==> src/rtl/wb_write_arbiter.sv <==
// -----------------------------------------------------------------------------
// wb_write_arbiter
//   Write-back arbiter for the register file's single write port. The in-order
//   WB-stage result always wins the port. Results from multi-cycle units
//   (multiplier, late loads) wait in a small FIFO and drain on cycles where
//   the WB stage is not writing. A pending-register mask marks the destinations
//   of queued writes so hazard detection can stall their readers.
//
//   A WB-stage write is younger than any queued or incoming multi-cycle write
//   to the same register. The older queued entry therefore stays in the FIFO
//   but is marked dead. It pops later with writeBackEn=0. Register 15 (PC) is
//   not part of the file, so writes to it never assert writeBackEn.
//
// Configuration macro:
//   MC_BYPASS_EN - when the FIFO is empty and the WB stage is idle, a
//                  multi-cycle result bypasses the queue and goes straight to
//                  the output registers.
//
// Ports:
//   clk          in   clock, all state on posedge
//   rst          in   asynchronous reset, active-low
//   pipe_wb_en   in   WB-stage write request (never stalled)
//   pipe_dest    in   WB-stage destination register
//   pipe_result  in   WB-stage write data
//   mc_valid     in   multi-cycle result valid
//   mc_dest      in   multi-cycle destination register
//   mc_result    in   multi-cycle write data
//   mc_ready     out  queue can accept (transfer on mc_valid && mc_ready)
//   writeBackEn  out  register-file write enable (registered)
//   Dest_wb      out  register-file write index (registered)
//   Result_WB    out  register-file write data (registered)
//   pending      out  bit r set = a live queued write targets register r
// -----------------------------------------------------------------------------
module wb_write_arbiter #(
  parameter int DATA_W     = 32,
  parameter int ADDR_W     = 4,
  parameter int FIFO_DEPTH = 4
) (
  input  logic              clk,
  input  logic              rst,
  input  logic              pipe_wb_en,
  input  logic [ADDR_W-1:0] pipe_dest,
  input  logic [DATA_W-1:0] pipe_result,
  input  logic              mc_valid,
  input  logic [ADDR_W-1:0] mc_dest,
  input  logic [DATA_W-1:0] mc_result,
  output logic              mc_ready,
  output logic              writeBackEn,
  output logic [ADDR_W-1:0] Dest_wb,
  output logic [DATA_W-1:0] Result_WB,
  output logic [14:0]       pending
);

  localparam int PW = $clog2(FIFO_DEPTH);
  localparam int CW = PW + 1;
  localparam logic [ADDR_W-1:0] PC_REG = ADDR_W'(15);

  // Queue control state (reset) and payload storage (not reset).
  logic [FIFO_DEPTH-1:0] live_q, live_d;
  logic [PW-1:0]         wptr_q, wptr_d;
  logic [PW-1:0]         rptr_q, rptr_d;
  logic [CW-1:0]         count_q, count_d;
  logic [ADDR_W-1:0]     dest_mem [FIFO_DEPTH];
  logic [DATA_W-1:0]     data_mem [FIFO_DEPTH];

  // Output registers.
  logic                  we_q, we_d;
  logic [ADDR_W-1:0]     dest_q, dest_d;
  logic [DATA_W-1:0]     res_q, res_d;

  logic fifo_full;
  logic fifo_empty;
  logic do_pop;
  logic do_push;
  logic do_bypass;
  logic push_live;

  assign fifo_full  = (count_q == CW'(FIFO_DEPTH));
  assign fifo_empty = (count_q == '0);

  // Ready comes from the registered count only, so a full queue never
  // accepts even in a cycle that also pops.
  assign mc_ready = rst && !fifo_full;

  assign do_pop = !pipe_wb_en && !fifo_empty;

`ifdef MC_BYPASS_EN
  assign do_bypass = !pipe_wb_en && fifo_empty && mc_valid && (mc_dest != PC_REG);
`else
  assign do_bypass = 1'b0;
`endif

  assign do_push = mc_valid && mc_ready && !do_bypass;

  // An incoming result is dead on arrival if it targets the PC or if a
  // younger WB-stage write to the same register happens this cycle.
  assign push_live = (mc_dest != PC_REG) && !(pipe_wb_en && (pipe_dest == mc_dest));

  always_comb begin
    live_d  = live_q;
    wptr_d  = wptr_q;
    rptr_d  = rptr_q;
    count_d = count_q + CW'(do_push) - CW'(do_pop);

    // A WB-stage write supersedes every queued write to the same register.
    if (pipe_wb_en) begin
      for (int i = 0; i < FIFO_DEPTH; i++) begin
        if (dest_mem[i] == pipe_dest) live_d[i] = 1'b0;
      end
    end

    // Popped slots are cleared so that live bits only cover occupied slots.
    if (do_pop) begin
      live_d[rptr_q] = 1'b0;
      rptr_d         = rptr_q + 1'b1;
    end

    if (do_push) begin
      live_d[wptr_q] = push_live;
      wptr_d         = wptr_q + 1'b1;
    end
  end

  always_comb begin
    we_d   = 1'b0;
    dest_d = dest_q;
    res_d  = res_q;
    if (pipe_wb_en) begin
      we_d   = (pipe_dest != PC_REG);
      dest_d = pipe_dest;
      res_d  = pipe_result;
    end else if (do_pop) begin
      we_d   = live_q[rptr_q];
      dest_d = dest_mem[rptr_q];
      res_d  = data_mem[rptr_q];
    end else if (do_bypass) begin
      we_d   = 1'b1;
      dest_d = mc_dest;
      res_d  = mc_result;
    end
  end

  always_ff @(posedge clk or negedge rst) begin
    if (!rst) begin
      live_q  <= '0;
      wptr_q  <= '0;
      rptr_q  <= '0;
      count_q <= '0;
      we_q    <= 1'b0;
      dest_q  <= '0;
      res_q   <= '0;
    end else begin
      live_q  <= live_d;
      wptr_q  <= wptr_d;
      rptr_q  <= rptr_d;
      count_q <= count_d;
      we_q    <= we_d;
      dest_q  <= dest_d;
      res_q   <= res_d;
    end
  end

  // Payload storage is qualified by live_q, so it does not need a reset.
  always_ff @(posedge clk) begin
    if (do_push) begin
      dest_mem[wptr_q] <= mc_dest;
      data_mem[wptr_q] <= mc_result;
    end
  end

  always_comb begin
    pending = '0;
    for (int i = 0; i < FIFO_DEPTH; i++) begin
      for (int r = 0; r < 15; r++) begin
        if (live_q[i] && (dest_mem[i] == ADDR_W'(r))) pending[r] = 1'b1;
      end
    end
  end

  assign writeBackEn = we_q;
  assign Dest_wb     = dest_q;
  assign Result_WB   = res_q;

endmodule

==> config.mk <==
export PLATFORM = sky130hd
export DESIGN_NAME = wb_write_arbiter
export DESIGN_NICKNAME = d
export VERILOG_FILES = /design/src/rtl/wb_write_arbiter.sv
export SDC_FILE = /design/constraint.sdc
export NUM_CORES = 1
export LEC_CHECK = 0
export BUFFER_PORTS_ARGS = -buffer_cell sky130_fd_sc_hd__buf_4
export CORE_MARGIN = 2
export CORE_UTILIZATION = 50
export DETAILED_ROUTE_END_ITERATION = 8
export PLACE_DENSITY = 0.75
export SKIP_CTS_REPAIR_TIMING = 1
export SYNTH_ARGS = -nofsm -noshare
export SYNTH_HDL_FRONTEND = slang
export SYNTH_SLANG_ARGS = --single-unit
==> constraint.sdc <==
create_clock -name clk -period 2.5 [get_ports clk]
set_input_delay 0 -clock clk [delete_from_list [all_inputs] [get_ports clk]]
set_output_delay 0 -clock clk [all_outputs]
set_load 0.02 [all_outputs]
==> Word-level counts from Yosys, hierarchy flattened <==
Memories as Yosys holds them, arrays and structs flattened.
Cells that the tools add are included.
{ "word_totals": {"reg_bits": 48, "ram_bits": 144, "inputBits": 76, "output_inout_bits": 53, "wordCells": 242, "n_memories": 2} }
{ "op_classes": {"add_sub_neg": 4, "n_lt_le_gt_ge": 4, "n_eq_ne": 64, "mux": 82, "bitwise_logic": 2, "reduce_logical": 77} }
{ "mem_list": {"columns": ["memory", "depth", "width", "read_ports", "rd_ports_with_merged_regs", "wr", "line_no", "source"], "rows": [
  ["data_mem", 4, 32, 1, 0, 1, "64", "logic [DATA_W-1:0] data_mem [FIFO_DEPTH];"],
  ["dest_mem", 4, 4, 5, 0, 1, "63", "logic [ADDR_W-1:0] dest_mem [FIFO_DEPTH];"]
]} }
{ "ops": {"columns": ["operator", "count"], "rows": [
  ["$eq A4 B4 Y1 const B", 28],
  ["$mux W1", 71],
  ["$logic_and A1 B1 Y1", 67],
  ["$eq A4 B3 Y1 const B", 16],
  ["$mux W32", 2],
  ["$eq A4 B2 Y1 const B", 8],
  ["$eq A4 B4 Y1", 5],
  ["$mux W4", 5],
  ["$eq A4 B1 Y1 const B", 4],
  ["$logic_not A4 Y1", 4],
  ["$ne A4 B4 Y1 const B", 2],
  ["$lt A2 B3 Y1 const B", 2],
  ["$add A2 B1 Y2 const B", 2],
  ["$and A4 B4 Y4", 1],
  ["$bwmux W4", 1],
  ["$demux W1 S2", 2],
  ["$ge A2 B1 Y1 const B", 2],
  ["$logic_not A1 Y1", 4],
  ["$not A4 Y4", 1],
  ["$add A3 B1 Y3", 1],
  ["$eq A3 B3 Y1 const B", 1],
  ["$logic_not A3 Y1", 1],
  ["$sub A3 B1 Y3", 1],
  ["$bmux W1 S2", 1],
  ["$reduce_bool A2 Y1", 1]
]} }

==> Logic depth before layout (Yosys ltp) <==
{ "depth": {"ltp_word": 9, "ltp_mapped": 11, "mapped_depth_nobuf": 10} }

==> Worst setup path before layout <==
OpenSTA, ideal clock, no wires.
{ "synth_path": {"path_kind": "register to register", "start": "reg count_q[1]", "end": "reg count_q[2]", "setup_ns": 0.126, "t_arrival_ns": 2.248, "required_ns": 2.374, "slack_ns": 0.127, "path_stages_with_launch": 12, "n_path_buf": 1, "period_less_slack_ns": 2.373, "path_cell_list": "dfrtp_1 or3_1 nand2_2 inv_2 buf_2 ha_1 inv_1 ha_1 inv_1 fa_1 xnor2_1 xnor2_1"} }
{ "synth_via": {"elab_chain_len": 6, "elab_cells_between_ends": 9, "cone_classes": "add/sub: 2; eq/ne: 1; reduce/logical: 6"} }
{ "synth_lines": {"columns": ["element", "line_no", "source"], "rows": [
  ["start, declared", "62", "logic [CW-1:0] count_q, count_d;"],
  ["start signal, assigned", "156", "count_q <= count_d;"],
  ["$eq A3 B3 Y1", "78", "assign fifo_full = (count_q == CW'(FIFO_DEPTH));"],
  ["$logic_not A1 Y1", "83", "assign mc_ready = rst && !fifo_full;"],
  ["$logic_and A1 B1 Y1", "83", null],
  ["$logic_and A1 B1 Y1", "93", "assign do_push = mc_valid && mc_ready && !do_bypass;"],
  ["$add A3 B1 Y3", "103", "count_d = count_q + CW'(do_push) - CW'(do_pop);"],
  ["$sub A3 B1 Y3 *", "103", null],
  ["net count_d[2]", "62", null]
]} }
The timed path passes the listed nets; every way through them passes the cells marked *.
A chain may end at the register's enable or synchronous reset.

==> Worst setup path after layout <==
Ends and elaborated chain as after synthesis.

==> impl_metrics.toml <==
[timing]
rsz0062_at_grt = "no"
hold_viol = 0
tns_ps = 0
layout_setup_ws_ps = 172
relSlewSlack = 0.370
final-setup-viol-count = 0
post-route-period-util = 0.931
period_minus_slack_ps = 2330
fmax_mhz = 430
worstMarginPinSlew_ps = 944
drv_slew = 0
clock_skew_ps = 11.5

[placed_design]
dp_hpwl_mm = 12.0
placedCellCount = 847
place_ws_ps = 24.2
numPortBuffers = 128
gp_congestion = 0.902

[worst_setup_path]
critical_path.endpoint_type = "register"
start_kind = "register"
crit_type = "register to register"
cp-startpoint = "count_q[1]$_DFF_PN0_"
crit_required_ps = 2840
slowest_stage = "dfrtp_2"
crit_path_max_fanout = 5
crit_chain = "or3b_1 -> and3_4 -> inv_1 -> ha_1 -> inv_1 -> ha_1 -> inv_1 -> fa_2 -> xnor2_2 -> xnor2_1"
cp_common_cell = "inv_1"
critical_path_arrival_ps = 2670
cp_slowest_stage_delay_ps = 450
crit-reg2reg-launch = "count_q[1]$_DFF_PN0_"

[hold_path]
hold_path_class = "input port to register"
worstHoldStart = "mc_valid"

[logic_synthesis]
ys_seq_area_frac = 0.684
synth_common_cells = "edfxtp_1 (144), nor2_1 (69), dfrtp_1 (48), o22ai_1 (44), mux4_2 (37)"
synthFlopType = "edfxtp_1"
syn_nets = 607
synth_async_sr_flop_share = 0.250
synth_area_um2 = 8070
syn_area_per_cell_um2 = 15.5
synth-seq-cells = 192
synth_cell_types = 41
synth_area_leaders = "edfxtp_1 (54%), dfrtp_1 (15%), mux4_2 (10%), o22ai_1 (3.4%), nor2_1 (3.2%)"
synth_top_area_share = 0.536
synth_top_area_cell = "edfxtp_1"
netlist_instances = 520
yosysWarnings = 0
synth-edff-count = 144
yosysMostFrequentCell = "edfxtp_1"

[clocking]
cts_root_buf = "clkbuf_16"
cts_sinks = 192
clockBufferDepth = 2
cts_tree = "built"
clock_latency_ps = 430
cts_buffers = 17
clk_pin_slew_ps = 60
cts_max_level = 4

[layout]
layout.cells.non_filler = 955
num-nets-final = 813
area_growth_pct = 31.7
diodes = 0
utilization = 0.672
final_layout_size_suffix_gt1_frac = 0.295

[global_routing]
grt_pass1_vias = 5276
grt_usage = 0.224
grt_max_degree = 50
grt_pass1_wl_mm = 28.3
grt_overflow_total = 0
antenna_found_initial = 0

[floorplanning]
dieWidth_um = 131
dieHeight_um = 131
dieArea_um2 = 17200
coreArea_um2 = 15800
fp-row-count = 46
start_util = 0.510
ios = 129

[power_and_ir_drop]
power_leakage_nw = 3.99
ir_worst_vdd_uv = 652
power_mw = 10.2
p_per_area_nw_per_um2 = 961

[detailed_routing]
dr_wl_met3_mm = 1.02
met1_length_mm = 7.81
dr.max_layer_used = "met4"
via_count = 5528
drt-wirelength-per-cell_um = 20.8
detail_route.vias_per_cell = 5.79
drtAntennaViolNets = 0
routed_wl_mm = 19.9
drtIter0Drc = 591
drt_pass1_iterations = 5
drc_errors = 0
wl_met2_mm = 10.4

[job]
cap_viol_max_count = 0

[run_status]
status = "complete, no violations"
cells by family after synthesis:
logic type,share of synthesized area
AO/OA/AOI/OAI,0.0763
XOR/XNOR,0.0184
adder cells (fa/ha/maj),0.0180
buffers and inverters,0.0270
flip-flops,0.684
multiplexers,0.103
AND/OR/NAND/NOR,0.0727
layer usage:
layer | track usage | vias to the layer above
met4 | 0.110 | 0
met2 | 0.363 | 238
li1 | - | 2439
met3 | 0.0455 | 49
met1 | 0.293 | 2802
met5 | 0 | -
through the flow:
stage | hold WS, ps | area (µm²)
after detailed placement | 203 | 9270
after floorplan | -296 | 8070
after global placement | 179 | 9270
after global routing | 131 | 10600
final | 141 | 10600
after CTS | -259 | 9860
sequential cells by signal, summed over array words and instances (netlist names):
| name | cells |
|---|---|
| data_mem | 128 |
| Result_WB | 32 |
| dest_mem | 16 |
| Dest_wb | 4 |
| live_q | 4 |
| count_q | 3 |
| rptr_q | 2 |
| wptr_q | 2 |
| writeBackEn | 1 |
power breakdown:
| part | switching, mW | leakage, nW | internal (mW) |
|---|---|---|---|
| sequential | 0.451 | 1.86 | 4.01 |
| combinational | 1.57 | 1.85 | 1.50 |
| clock | 1.12 | 0.283 | 1.58 |
| total | 3.14 | 3.99 | 7.09 |
cells in the final DEF (no fill, tap or decap), types with 13 or more instances in the layout:
cell           instances
buf_4                137
clkbuf_16             17
dfrtp_1               45
dlygate4sd3_1         75
edfxtp_1             144
inv_1                 21
mux4_2                37
nor2_1                69
o22ai_1               44
xnor2_1               13
path summary, 6_finish.rpt:
path	to	slack (ps)	cells after the start
worst min register to register	Dest_wb[2]$_DFFE_PN0P_	530	2
min in group asynchronous	Result_WB[23]$_DFFE_PN0P_	300	3
max in group asynchronous	rptr_q[0]$_DFFE_PN0N_	1680	3
worst max-delay path	count_q[2]$_DFF_PN0_	170	10
worst max register to register	count_q[2]$_DFF_PN0_	170	10
worst min-delay path	wptr_q[0]$_DFFE_PN0P_	140	4
area by class of cell:
class                      count  area (µm²)
tap                          216         270
multi-input combinational    275        2340
inverter                      27         101
timing repair buffer         213        1800
fill                        1106        5190
clock inverter                 9         105
clock buffer                  23         488
sequential                   192        5530
worst max-delay path: cells and delay by family (launching register included):
| kind | cells | cell delay [ps] |
|---|---|---|
| flip-flops | 1 | 450 |
| AND/OR/NAND/NOR | 2 | 590 |
| XOR/XNOR | 2 | 350 |
| adder cells (fa/ha/maj) | 3 | 690 |
| buffers and inverters | 3 | 160 |
Note: power is estimated with default switching activity, not from simulation.
